### src/rtl/ps2_rx_fifo.sv
// PS/2 device-to-host receiver with input synchronisers, clock glitch filter,
// start/parity/stop checking, partial-frame watchdog, optional E0/F0 prefix
// folding and a show-ahead event FIFO with a valid/ready consumer handshake.
module ps2_rx_fifo #(
    parameter int FILTER_LEN     = 8,
    parameter int FIFO_DEPTH     = 8,
    parameter int TIMEOUT_CYCLES = 5000,
    parameter int DECODE_PREFIX  = 1
) (
    input  logic                          CLOCK_50,
    input  logic                          rst_n,
    input  logic                          PS2_CLK,
    input  logic                          PS2_DAT,
    output logic [7:0]                    event_code,
    output logic                          event_ext,
    output logic                          event_break,
    output logic                          event_valid,
    input  logic                          event_ready,
    output logic [$clog2(FIFO_DEPTH):0]   fill_level,
    output logic                          parity_err,
    output logic                          frame_err,
    output logic                          overflow,
    input  logic                          clr_err
);

    localparam int AW = $clog2(FIFO_DEPTH);
    localparam int FW = AW + 1;
    localparam int WW = $clog2(TIMEOUT_CYCLES + 1);
    localparam logic [FW-1:0] FULL_LVL = FW'(FIFO_DEPTH);
    localparam logic [WW-1:0] WD_LIMIT = WW'(TIMEOUT_CYCLES - 1);

    logic [1:0]            clk_sync;
    logic [1:0]            dat_sync;
    logic [FILTER_LEN-1:0] filt_sr;
    logic                  filt_state;
    logic                  fall_edge;

    logic [3:0]            bit_cnt;
    logic [9:0]            frame_bits;
    logic [WW-1:0]         wd_cnt;
    logic                  timeout_hit;

    logic                  byte_valid;
    logic [7:0]            byte_data;
    logic                  ext_flag;
    logic                  brk_flag;
    logic                  prefix_byte;
    logic                  push_req;
    logic [9:0]            push_word;

    logic [9:0]            mem [FIFO_DEPTH];
    logic [AW-1:0]         wr_ptr;
    logic [AW-1:0]         rd_ptr;
    logic [FW-1:0]         fill;
    logic                  fifo_empty;
    logic                  fifo_full;
    logic                  do_pop;
    logic                  do_push;
    logic [9:0]            head_word;

    // Two-flop synchronisers; both pins idle high so reset them high
    always_ff @(posedge CLOCK_50) begin
        if (!rst_n) begin
            clk_sync <= 2'b11;
            dat_sync <= 2'b11;
        end else begin
            clk_sync <= {clk_sync[0], PS2_CLK};
            dat_sync <= {dat_sync[0], PS2_DAT};
        end
    end

    // Glitch filter: state only flips once the whole sample window agrees
    always_ff @(posedge CLOCK_50) begin
        if (!rst_n) begin
            filt_sr    <= '1;
            filt_state <= 1'b1;
            fall_edge  <= 1'b0;
        end else begin
            filt_sr   <= {filt_sr[FILTER_LEN-2:0], clk_sync[1]};
            fall_edge <= 1'b0;
            if (&filt_sr) begin
                filt_state <= 1'b1;
            end else if (filt_sr == '0) begin
                filt_state <= 1'b0;
                fall_edge  <= filt_state;
            end
        end
    end

    assign timeout_hit = (bit_cnt != 4'd0) && !fall_edge && (wd_cnt == WD_LIMIT);

    // Bit capture, frame checks on the 11th edge, and partial-frame watchdog
    always_ff @(posedge CLOCK_50) begin
        if (!rst_n) begin
            bit_cnt    <= 4'd0;
            frame_bits <= '0;
            wd_cnt     <= '0;
            byte_valid <= 1'b0;
            byte_data  <= 8'h00;
            parity_err <= 1'b0;
            frame_err  <= 1'b0;
        end else begin
            byte_valid <= 1'b0;
            parity_err <= 1'b0;
            frame_err  <= 1'b0;
            if (fall_edge) begin
                wd_cnt <= '0;
                if (bit_cnt == 4'd10) begin
                    bit_cnt <= 4'd0;
                    if (frame_bits[0] || !dat_sync[1]) begin
                        frame_err <= 1'b1;
                    end else if ((^frame_bits[9:1]) == 1'b0) begin
                        parity_err <= 1'b1;
                    end else begin
                        byte_valid <= 1'b1;
                        byte_data  <= frame_bits[8:1];
                    end
                end else begin
                    frame_bits[bit_cnt] <= dat_sync[1];
                    bit_cnt             <= bit_cnt + 4'd1;
                end
            end else if (bit_cnt == 4'd0) begin
                wd_cnt <= '0;
            end else if (timeout_hit) begin
                bit_cnt   <= 4'd0;
                wd_cnt    <= '0;
                frame_err <= 1'b1;
            end else begin
                wd_cnt <= wd_cnt + WW'(1);
            end
        end
    end

    assign prefix_byte = (DECODE_PREFIX != 0) &&
                         ((byte_data == 8'hE0) || (byte_data == 8'hF0));
    assign push_req    = byte_valid && !prefix_byte;
    assign push_word   = (DECODE_PREFIX != 0) ? {byte_data, ext_flag, brk_flag}
                                              : {byte_data, 2'b00};

    // Prefix flags: set by E0/F0, consumed by the next real byte, dropped on timeout
    always_ff @(posedge CLOCK_50) begin
        if (!rst_n) begin
            ext_flag <= 1'b0;
            brk_flag <= 1'b0;
        end else if (timeout_hit) begin
            ext_flag <= 1'b0;
            brk_flag <= 1'b0;
        end else if (byte_valid && (DECODE_PREFIX != 0)) begin
            if (byte_data == 8'hE0) begin
                ext_flag <= 1'b1;
            end else if (byte_data == 8'hF0) begin
                brk_flag <= 1'b1;
            end else begin
                ext_flag <= 1'b0;
                brk_flag <= 1'b0;
            end
        end
    end

    assign fifo_empty = (fill == '0);
    assign fifo_full  = (fill == FULL_LVL);
    assign do_pop     = !fifo_empty && event_ready;
    assign do_push    = push_req && (!fifo_full || do_pop);

    // FIFO storage; contents need no reset because the head is gated by valid
    always_ff @(posedge CLOCK_50) begin
        if (do_push) begin
            mem[wr_ptr] <= push_word;
        end
    end

    // FIFO pointers, occupancy and sticky overflow
    always_ff @(posedge CLOCK_50) begin
        if (!rst_n) begin
            wr_ptr   <= '0;
            rd_ptr   <= '0;
            fill     <= '0;
            overflow <= 1'b0;
        end else begin
            if (do_push) begin
                wr_ptr <= wr_ptr + AW'(1);
            end
            if (do_pop) begin
                rd_ptr <= rd_ptr + AW'(1);
            end
            if (do_push && !do_pop) begin
                fill <= fill + FW'(1);
            end else if (!do_push && do_pop) begin
                fill <= fill - FW'(1);
            end
            if (push_req && fifo_full && !do_pop) begin
                overflow <= 1'b1;
            end else if (clr_err) begin
                overflow <= 1'b0;
            end
        end
    end

    assign head_word   = mem[rd_ptr];
    assign event_valid = !fifo_empty;
    assign event_code  = event_valid ? head_word[9:2] : 8'h00;
    assign event_ext   = event_valid & head_word[1];
    assign event_break = event_valid & head_word[0];
    assign fill_level  = fill;

endmodule

### config.mk
export PLATFORM = sky130hd
export DESIGN_NAME = ps2_rx_fifo
export DESIGN_NICKNAME = d
export VERILOG_FILES = /design/src/rtl/ps2_rx_fifo.sv
export SDC_FILE = /design/constraint.sdc
export NUM_CORES = 1
export LEC_CHECK = 0
export CAP_MARGIN = 40
export CORE_UTILIZATION = 55
export DETAILED_ROUTE_END_ITERATION = 12
export PLACE_DENSITY = 0.73
export SLEW_MARGIN = 30
export SYNTH_ARGS = -nofsm -noshare
export SYNTH_HDL_FRONTEND = slang
export SYNTH_SLANG_ARGS = --single-unit
### constraint.sdc
create_clock -name CLOCK_50 -period 3.5 [get_ports CLOCK_50]
set_input_delay 1.05 -clock CLOCK_50 [delete_from_list [all_inputs] [get_ports CLOCK_50]]
set_output_delay 1.05 -clock CLOCK_50 [all_outputs]
set_load 0.01 [all_outputs]
==> flow_metrics.env, run 1 <==
export IMPL_cts_clk_slew_worst_paths_ns=0.06
export IMPL_synthesis_nets=465
export IMPL_synthTopCellsByArea="edfxtp_1, dfxtp_1, mux4_2"
export IMPL_arrival_ns=2.31
export IMPL_ys_types=41
export IMPL_yosys_area_top_type_share_pct=39.9
export IMPL_drive_above_1_share_pct=14.9
export IMPL_crit_fanout=10
export IMPL_ir_worst_vdd_mv=0.337
export IMPL_r2r_end="fill_level[3]"
export IMPL_drc=0
export IMPL_htreeDepth=4
export IMPL_finalNonFillerCells=640
export IMPL_hold_path_class="reg -> reg"
export IMPL_reg2reg_depth=11
export IMPL_clock_root_buffer="clkbuf_8"
export IMPL_timing_fmax_mhz=298
export IMPL_grt_pass1_wl_mm=17.9
export IMPL_p_seq_share_pct=44.9
export IMPL_netlist_area_um2=6020
export IMPL_power_density_nw_per_um2=587
export IMPL_vias_per_cell=5.51
export IMPL_status="completed"
export IMPL_drtAntennaViolNets=0
export IMPL_hold_start="dat_sync[0]"
export IMPL_track_usage_pct=21.4
export IMPL_core_um2=10500
export IMPL_crit_path_start_kind="flop"
export IMPL_dp_cells=607
export IMPL_vias=3527
export IMPL_slew_headroom_pct=51.3
export IMPL_yosysWarnings=0
export IMPL_finalHoldViolCount=0
export IMPL_dieArea_um2=11400
export IMPL_worst_skew_pair_late_latency_ns=0.53
export IMPL_grt_pass1_vias=3654
export IMPL_ios=24
export IMPL_place_area_um2=6460
export IMPL_grt_start_max_net_pins=47
export IMPL_synth_seq_cells=148
export IMPL_crit_chain="buf_12 -> mux4_2 -> mux2i_1 -> nor2_1 -> clkdlybuf4s50_1"
export IMPL_initial_core_util_pct=57.5
export IMPL_synth_edf_count=80
export IMPL_num_rows=37
export IMPL_ys_flop_type="edfxtp_1"
export IMPL_syn_inst=452
export IMPL_overflow=0
export IMPL_wl_per_cell_um=17.0
export IMPL_switchingPower_w=0.000904
export IMPL_fin_nets=504
export IMPL_fin_crit_sh_pct=95.9
export IMPL_fin_skew_ns=0.0174
export IMPL_slew_violations=0
export IMPL_fin_crit_ns=3.36
export IMPL_drv_cap=0
export IMPL_pwr_share_comb_pct=9.5
export IMPL_area_growth_pct=18.2
export IMPL_port_buffers=23
export IMPL_cts_tree="done"
export IMPL_dieHeight_um=107
export IMPL_drt_initial_drc_count=142
export IMPL_gp_congestion=0.781
export IMPL_diodes=0
export IMPL_seq_area_frac_synth_pct=62.6
export IMPL_cp_slowest_stage_delay_ns=0.53
export IMPL_pwr_share_clk_pct=45.6
export IMPL_hold_path_depth=1
export IMPL_p_leak_nw=2.36
export IMPL_cts_made_buffers=17
export IMPL_drtPass1Iterations=4
export IMPL_tightest_slew_ns=0.731
export IMPL_reg2reg_setup_slack_ns=0.42
export IMPL_clock_sinks=148
export IMPL_yosysTopAreaCell="edfxtp_1"
export IMPL_slowest_stage="mux4_2"
export IMPL_tns_ns=0
export IMPL_setup_viol_count_final=0
export IMPL_final_area_um2=7110
export IMPL_p_int_w=0.00327
export IMPL_synthArstFlopShare_pct=0
export IMPL_routed_wl_mm=10.9
export IMPL_hpwl_mm=6.66
export IMPL_syn_area_per_cell_um2=13.3
export IMPL_r2r_start="byte_data[7]"
export IMPL_cp_required_ns=2.45
export IMPL_die_w_um=107
export IMPL_clock_path_buffers=2
export IMPL_critPathCaptureType="output port"
export IMPL_antenna_found_initial=0
export IMPL_worstHoldEndpoint="dat_sync[1]"
export IMPL_criticalPathCategory="reg -> out"
export IMPL_swShare_pct=21.7
export IMPL_ctsHoldBuffers=0
==> Yosys cell counts, types with 2 or more instances <==
library cell  instances
and2_1                9
a21boi_0              9
xor2_1                9
inv_1                 6
nor2b_1              14
edfxtp_1             80
nor2_1               37
nor4_1                3
or3_1                 4
xnor2_1              12
mux2i_1              26
nand2_1              40
nand4_1               7
mux4_2               20
nand2b_1             21
dfxtp_1              68
and3_1                3
nor3_1                7
buf_2                 3
nand3b_1              3
ha_1                  6
a21oi_1              11
a21o_1                3
nor3b_1               2
o21ai_0              11
or4b_4                2
clkbuf_1             13
nand3_1              10
==> layout by cell type, fill, tap and decap left out, types with 2 or more instances in the layout <==
cell type / synthesis / routed
a21boi_0: 9 / 9
a21o_1: 3 / 3
a21oi_1: 11 / 11
and2_1: 9 / 9
and3_1: 3 / 3
buf_4: 0 / 13
bufinv_16: 0 / 5
clkbuf_1: 13 / 2
clkbuf_16: 0 / 17
clkdlybuf4s50_1: 0 / 22
clkinv_1: 0 / 2
clkinvlp_4: 0 / 4
dfxtp_1: 68 / 67
edfxtp_1: 80 / 80
ha_1: 6 / 6
inv_1: 6 / 6
inv_6: 0 / 2
mux2i_1: 26 / 26
mux4_2: 20 / 20
nand2_1: 40 / 40
nand2b_1: 21 / 21
nand3_1: 10 / 10
nand3b_1: 3 / 3
nand4_1: 7 / 7
nor2_1: 37 / 37
nor2b_1: 14 / 14
nor3_1: 7 / 7
nor3b_1: 2 / 2
nor4_1: 3 / 2
o21ai_0: 11 / 11
or3_1: 4 / 4
or4b_4: 2 / 2
xnor2_1: 12 / 12
xor2_1: 9 / 9
==> worst max-delay path, delay by kind of cell, from the launching register on <==
kind,cells,cell delay [ns]
simple gates,1,0.07
buf+inv,2,0.64
flops,1,0.38
mux,2,0.69
==> flip-flops by register name, summed over array words and instances (netlist names), 2 cells and up, named ones only <==
| signal | flops |
|---|---|
| filt_sr | 8 |
| rd_ptr | 3 |
| fill_level | 4 |
| bit_cnt | 4 |
| frame_bits | 10 |
| clk_sync | 2 |
| mem | 80 |
| wr_ptr | 3 |
| dat_sync | 2 |
| byte_data | 8 |
| wd_cnt | 13 |
==> power groups by stage <==
stage | Sequential, W | Combinational [W] | Clock (W)
finish | 0.00188 | 0.000395 | 0.00190
global route | 0.00188 | 0.000430 | 0.00200
CTS | 0.00187 | 0.000386 | 0.00193
detailed placement | 0.00191 | 0.000383 | 0
global placement | 0.00191 | 0.000369 | 0
floorplan | 0.00190 | 0.000241 | 0
==> logic make-up after synthesis <==
| group | after synthesis | synth area share, % |
|---|---|---|
| flip-flops | 148 | 62.6 |
| adder cells (fa/ha/maj) | 7 | 1.58 |
| multiplexers | 47 | 12.2 |
| buffers and inverters | 24 | 1.68 |
| XOR/XNOR | 22 | 3.33 |
| AO/OA/AOI/OAI | 39 | 4.33 |
| AND/OR/NAND/NOR | 165 | 14.3 |
==> metal layers <==
metal / vias up / track usage [%] / routed length [µm]
li1: 1717 / - / -
met2: 65 / 36.8 / 5630
met1: 1729 / 25.3 / 4720
met5: - / 0 / 0
met3: 16 / 6.08 / 341
met4: 0 / 8.41 / 171
==> per-stage QoR <==
step	total power, W	setup slack (ns)	hold WS (ns)	utilization (%)
2_1_floorplan	0.00215	0.565	0.386	-
3_3_place_gp	0.00228	0.128	0.391	61.7
3_5_place_dp	0.00229	-0.00658	0.398	61.7
4_1_cts	0.00419	0.0144	0.413	67.7
5_1_grt	0.00431	-0.000567	0.443	68.0
6_report	0.00417	0.143	0.410	68.0
==> worst max path at each step <==
stage               depth (start not counted)   startpoint       endpoint  slack, ns
global route                                5         flop  event_code[4]    -0.0006
global placement                           11  event_ready  fill_level[3]       0.13
CTS                                         5         flop  event_code[4]       0.01
finish                                      5         flop  event_code[0]       0.14
floorplan                                  11  event_ready  fill_level[3]       0.56
detailed placement                         11  event_ready  fill_level[3]     -0.007
==> timing repair <==
item	in CTS	in global routing
setup endpoints to repair	0	6
setup buffers	0	0
resized for setup	0	1
==> final cells by class <==
cell class | count | area, µm²
clock buffer | 19 | 422
clock inverter | 13 | 205
fill | 765 | 3350
inverter | 6 | 22.5
multi-input combinational | 280 | 2160
sequential | 148 | 3760
tap | 136 | 170
timing repair buffer | 38 | 368
No activity file was read; power rests on OpenSTA's default activity.
==> run 2: changes to the inputs <==
--- a/config.mk
+++ b/config.mk
@@ -8,2 +8,3 @@
 export CAP_MARGIN = 40
+export CORE_MARGIN = 2
 export CORE_UTILIZATION = 55
@@ -15 +16,2 @@
 export SYNTH_SLANG_ARGS = --single-unit
+export TNS_END_PERCENT = 10
==> constraint.sdc (replaced) <==
create_clock -name CLOCK_50 -period 3.5 [get_ports CLOCK_50]
set_input_delay 0.7 -clock CLOCK_50 [delete_from_list [all_inputs] [get_ports CLOCK_50]]
set_output_delay 0.7 -clock CLOCK_50 [all_outputs]
set_load 0.01 [all_outputs]
==> flow_metrics.env, run 2 (synthesized netlist as in run 1, its figures left out) <==
export IMPL_status="completed"
export IMPL_ios=24
export IMPL_busiest_layer="met2"
export IMPL_layout_common_cells="edfxtp_1, dfxtp_1, nand2_1, nor2_1, mux2i_1"
export IMPL_clock_root_buffer="clkbuf_8"
export IMPL_dieHeight_um=109
export IMPL_grt_pass1_vias=3483
export IMPL_overflow=0
export IMPL_met2_usage_pct=34.4
export IMPL_gp_congestion=0.785
export IMPL_drive_above_1_share_pct=14.7
export IMPL_crit_path_start_kind="flop"
export IMPL_dieArea_um2=11800
export IMPL_cts_clk_slew_worst_paths_ns=0.06
export IMPL_vias=3504
export IMPL_critPathCaptureType="output port"
export IMPL_arrival_ns=2.48
export IMPL_antenna_found_initial=0
export IMPL_cp_slowest_stage_delay_ns=0.58
export IMPL_crit_cells=5
export IMPL_crit_fanout=20
export IMPL_die_w_um=109
export IMPL_worst_skew_pair_late_latency_ns=0.52
export IMPL_wl_per_cell_um=16.7
export IMPL_slowest_stage="mux4_2"
export IMPL_tightest_slew_ns=0.716
export IMPL_clock_path_buffers=2
export IMPL_drv_cap=0
export IMPL_port_buffers=23
export IMPL_critPathBufInv=2
export IMPL_vias_per_cell=5.46
export IMPL_ctsHoldBuffers=0
export IMPL_drc=0
export IMPL_fin_crit_ns=3.18
export IMPL_met3_usage_pct=5.00
export IMPL_routed_wl_mm=10.7
export IMPL_post_cts_buffers=0
export IMPL_fin_crit_sh_pct=90.9
export IMPL_top_register="mem"
export IMPL_slew_violations=0
export IMPL_hold_path_class="reg -> reg"
export IMPL_fin_nets=502
export IMPL_final_common_cell="edfxtp_1"
export IMPL_diodes=0
export IMPL_place_area_um2=6440
export IMPL_critPathTopFamily="buffers and inverters"
export IMPL_tns_ns=0
export IMPL_track_usage_pct=20.0
export IMPL_setup_viol_count_final=0
export IMPL_cts_made_buffers=17
export IMPL_cts_tree="done"
export IMPL_rsz0062_at_grt="no"
export IMPL_top_regs="mem: 80 flops, wd_cnt: 13 flops, frame_bits: 10 flops"
export IMPL_power_total_w=0.00398
export IMPL_crit_chain="buf_4 -> mux4_2 -> mux2i_1 -> nor2_1 -> clkdlybuf4s50_1"
export IMPL_area_growth_pct=16.7
export IMPL_largest_register_ffs=80
export IMPL_drtAntennaViolNets=0
export IMPL_slew_headroom_pct=52.2
export IMPL_initial_core_util_pct=56.0
export IMPL_reg2reg_depth=11
export IMPL_hold_path_depth=1
export IMPL_cp_required_ns=2.80
export IMPL_criticalPathCategory="reg -> out"
export IMPL_core_um2=10700
export IMPL_hpwl_mm=6.69
export IMPL_timing_fmax_mhz=314
export IMPL_grt_start_max_net_pins=37
export IMPL_final_area_um2=7020
export IMPL_fill_cells=791
export IMPL_finalHoldViolCount=0
export IMPL_drtPass1Iterations=4
export IMPL_grt_util_met1_pct=23.9
export IMPL_htreeDepth=4
export IMPL_num_rows=38
export IMPL_drt_initial_drc_count=188
export IMPL_fin_skew_ns=0.0125
export IMPL_ir_worst_vdd_mv=0.286
export IMPL_hold_slack_ns=0.404
export IMPL_clock_sinks=148
export IMPL_grt_pass1_wl_mm=17.3
export IMPL_p_leak_nw=2.34
export IMPL_power_density_nw_per_um2=567
export IMPL_post_cts_resized=0
==> run 2: cell count changes in the layout (fill, tap and decap cells not counted), sizes merged <==
cell | previous run | this run
clkinvlp | 4 | 0
clkbuf | 20 | 24
buf | 15 | 14
bufinv | 5 | 2
clkinv | 2 | 4
==> run 2: worst paths after layout <==
| check | from | endpoint | slack, ns |
|---|---|---|---|
| setup / recovery | flop | event_code[0] | 0.32 |
| hold / removal | clk_sync[0] | clk_sync[1] | 0.40 |
| setup reg to reg | byte_data[7] | fill_level[3] | 0.51 |
| hold reg to reg | clk_sync[0] | clk_sync[1] | 0.40 |
==> run 2: routing by layer <==
layer	part of all wire (%)	routed length, µm
met5	0	0
met4	1.1	115
met3	3.6	386
met2	53	5680
met1	42	4540
==> run 2: layout make-up <==
cell class | count | area, µm² | share of cell area (%)
sequential | 148 | 3760 | 53.6
inverter | 6 | 22.5 | 0.321
multi-input combinational | 280 | 2160 | 30.7
clock buffer | 24 | 484 | 6.90
clock inverter | 8 | 96.3 | 1.37
tap | 140 | 175 | 2.49
timing repair buffer | 36 | 323 | 4.60
==> run 2: metrics by stage <==
| step | util [%] | cells | setup WS [ns] |
|---|---|---|---|
| 6_report | 65.3 | 642 | 0.317 |
| 2_1_floorplan | - | 452 | 0.692 |
| 3_3_place_gp | 59.9 | 610 | 0.476 |
| 3_5_place_dp | 59.9 | 610 | 0.377 |
| 5_1_grt | 65.3 | 642 | 0.182 |
| 4_1_cts | 65.3 | 642 | 0.253 |
==> run 2: power breakdown <==
group	switching (W)	internal [W]
Sequential	0.0000292	0.00184
Clock	0.000652	0.00110
Combinational	0.000187	0.000178
==> run 3: changes to the inputs <==
ABC_AREA = 0   (was default)
CORE_ASPECT_RATIO = 0.9   (was default)
clock period = 4.05 ns   (was 3.5 ns; I/O delays follow)
==> flow_metrics.env, run 3 (synthesized netlist as in run 1, its figures left out) <==
export IMPL_dieArea_um2=11800
export IMPL_gp_congestion=0.811
export IMPL_drt_initial_drc_count=204
export IMPL_rsz0062_at_grt="no"
export IMPL_vias=3458
export IMPL_fill_cells=819
export IMPL_fin_crit_sh_pct=78.7
export IMPL_met2_usage_pct=31.0
export IMPL_ctsHoldBuffers=0
export IMPL_cp_slowest_stage_delay_ns=0.56
export IMPL_dieHeight_um=103
export IMPL_initial_core_util_pct=55.9
export IMPL_fin_crit_ns=3.19
export IMPL_drtPass1Iterations=4
export IMPL_fin_nets=501
export IMPL_critPathCaptureType="output port"
export IMPL_area_growth_pct=16.4
export IMPL_grt_pass1_vias=3372
export IMPL_top_register="mem"
export IMPL_diodes=0
export IMPL_largest_register_ffs=80
export IMPL_p_leak_nw=2.32
export IMPL_final_common_cell="edfxtp_1"
export IMPL_core_um2=10800
export IMPL_criticalPathCategory="reg -> out"
export IMPL_finalHoldViolCount=0
export IMPL_cts_made_buffers=17
export IMPL_fin_skew_ns=0.00638
export IMPL_busiest_layer="met2"
export IMPL_clock_sinks=148
export IMPL_crit_path_start_kind="flop"
export IMPL_setup_viol_count_final=0
export IMPL_drv_cap=0
export IMPL_layout_common_cells="edfxtp_1, dfxtp_1, nand2_1, nor2_1, mux2i_1"
export IMPL_post_cts_buffers=0
export IMPL_cp_required_ns=3.24
export IMPL_arrival_ns=2.38
export IMPL_slowest_stage="mux4_2"
export IMPL_grt_start_max_net_pins=42
export IMPL_cts_clk_slew_worst_paths_ns=0.06
export IMPL_hold_path_class="reg -> reg"
export IMPL_ir_worst_vdd_mv=0.341
export IMPL_antenna_found_initial=0
export IMPL_status="completed"
export IMPL_overflow=0
export IMPL_post_cts_resized=0
export IMPL_vias_per_cell=5.45
export IMPL_clock_root_buffer="clkbuf_16"
export IMPL_ios=24
export IMPL_met3_usage_pct=5.77
export IMPL_slew_violations=0
export IMPL_htreeDepth=4
export IMPL_die_w_um=114
export IMPL_top_regs="mem: 80 flops, wd_cnt: 13 flops, frame_bits: 10 flops"
export IMPL_crit_fanout=20
export IMPL_grt_pass1_wl_mm=17.0
export IMPL_drc=0
export IMPL_cts_tree="done"
export IMPL_wl_per_cell_um=16.3
export IMPL_routed_wl_mm=10.3
export IMPL_clock_path_buffers=2
export IMPL_grt_util_met1_pct=25.4
export IMPL_drive_above_1_share_pct=14.4
export IMPL_num_rows=36
export IMPL_slew_headroom_pct=53.7
export IMPL_power_density_nw_per_um2=488
export IMPL_dp_cells=602
export IMPL_drtAntennaViolNets=0
export IMPL_finalNonFillerCells=634
export IMPL_tns_ns=0
export IMPL_tightest_slew_ns=0.693
export IMPL_hpwl_mm=6.58
export IMPL_port_buffers=23
export IMPL_crit_chain="buf_4 -> mux4_2 -> mux2i_1 -> nor2_1 -> clkdlybuf4s50_1"
export IMPL_track_usage_pct=19.3
export IMPL_timing_fmax_mhz=314
export IMPL_worst_skew_pair_late_latency_ns=0.42
run 3: cell count changes in the layout (fill, tap and decap cells not counted), sizes merged:
cell / delta
clkinvlp: +3
buf: -1
clkinv: +5
inv: -1
clkbuf: -7
run 3: final timing paths:
| path | to | start | slack, ns | depth (start not counted) |
|---|---|---|---|---|
| worst min-delay path | filt_sr[0] | clk_sync[1] | 0.41 | 1 |
| worst max register to register | fill_level[3] | byte_data[7] | 0.97 | 12 |
| worst max-delay path | event_ext | flop | 0.86 | 5 |
| worst min register to register | filt_sr[0] | clk_sync[1] | 0.41 | 1 |
run 3: final cells by class:
cell class,instances,area (µm²),area share [%]
flip-flops and latches,148,3760,53.8
clock buffers,17,425,6.07
multi-input cells,280,2160,30.8
clock inverters,15,140,2.00
repair buffers,35,328,4.68
well taps,133,166,2.38
inverters,6,22.5,0.322
run 3: critical path: cells and delay by family, from the launching register on:
family / cells / cell delay, ns
muxes: 2 / 0.74
and+or+nand+nor: 1 / 0.06
DFF: 1 / 0.31
buffers and inverters: 2 / 0.84
run 3: power breakdown:
group	total [W]	switching, W	internal [W]	leakage [nW]
clock network	0.00149	0.000595	0.000897	0.269
registers	0.00163	0.0000379	0.00159	1.31
logic	0.000303	0.000149	0.000153	0.738
total	0.00342	0.000782	0.00264	2.32
run 3: stage by stage:
step	instance area (µm²)	total power (W)	hold slack (ns)	utilization, %	setup WS (ns)
after floorplan	6020	0.00185	0.386	-	1.24
after global placement	6390	0.00196	0.391	59.4	0.790
after detailed placement	6440	0.00197	0.402	59.8	0.684
after CTS	7000	0.00345	0.417	65.1	0.814
after global routing	7000	0.00355	0.420	65.1	0.712
final	7000	0.00342	0.413	65.1	0.864
run 3: routing by layer:
metal  wire length [µm]  vias to the layer above
met5                  0                        -
met1               4930                     1684
met2               4920                       48
li1                   -                     1710
met4                164                        0
met3                320                       16
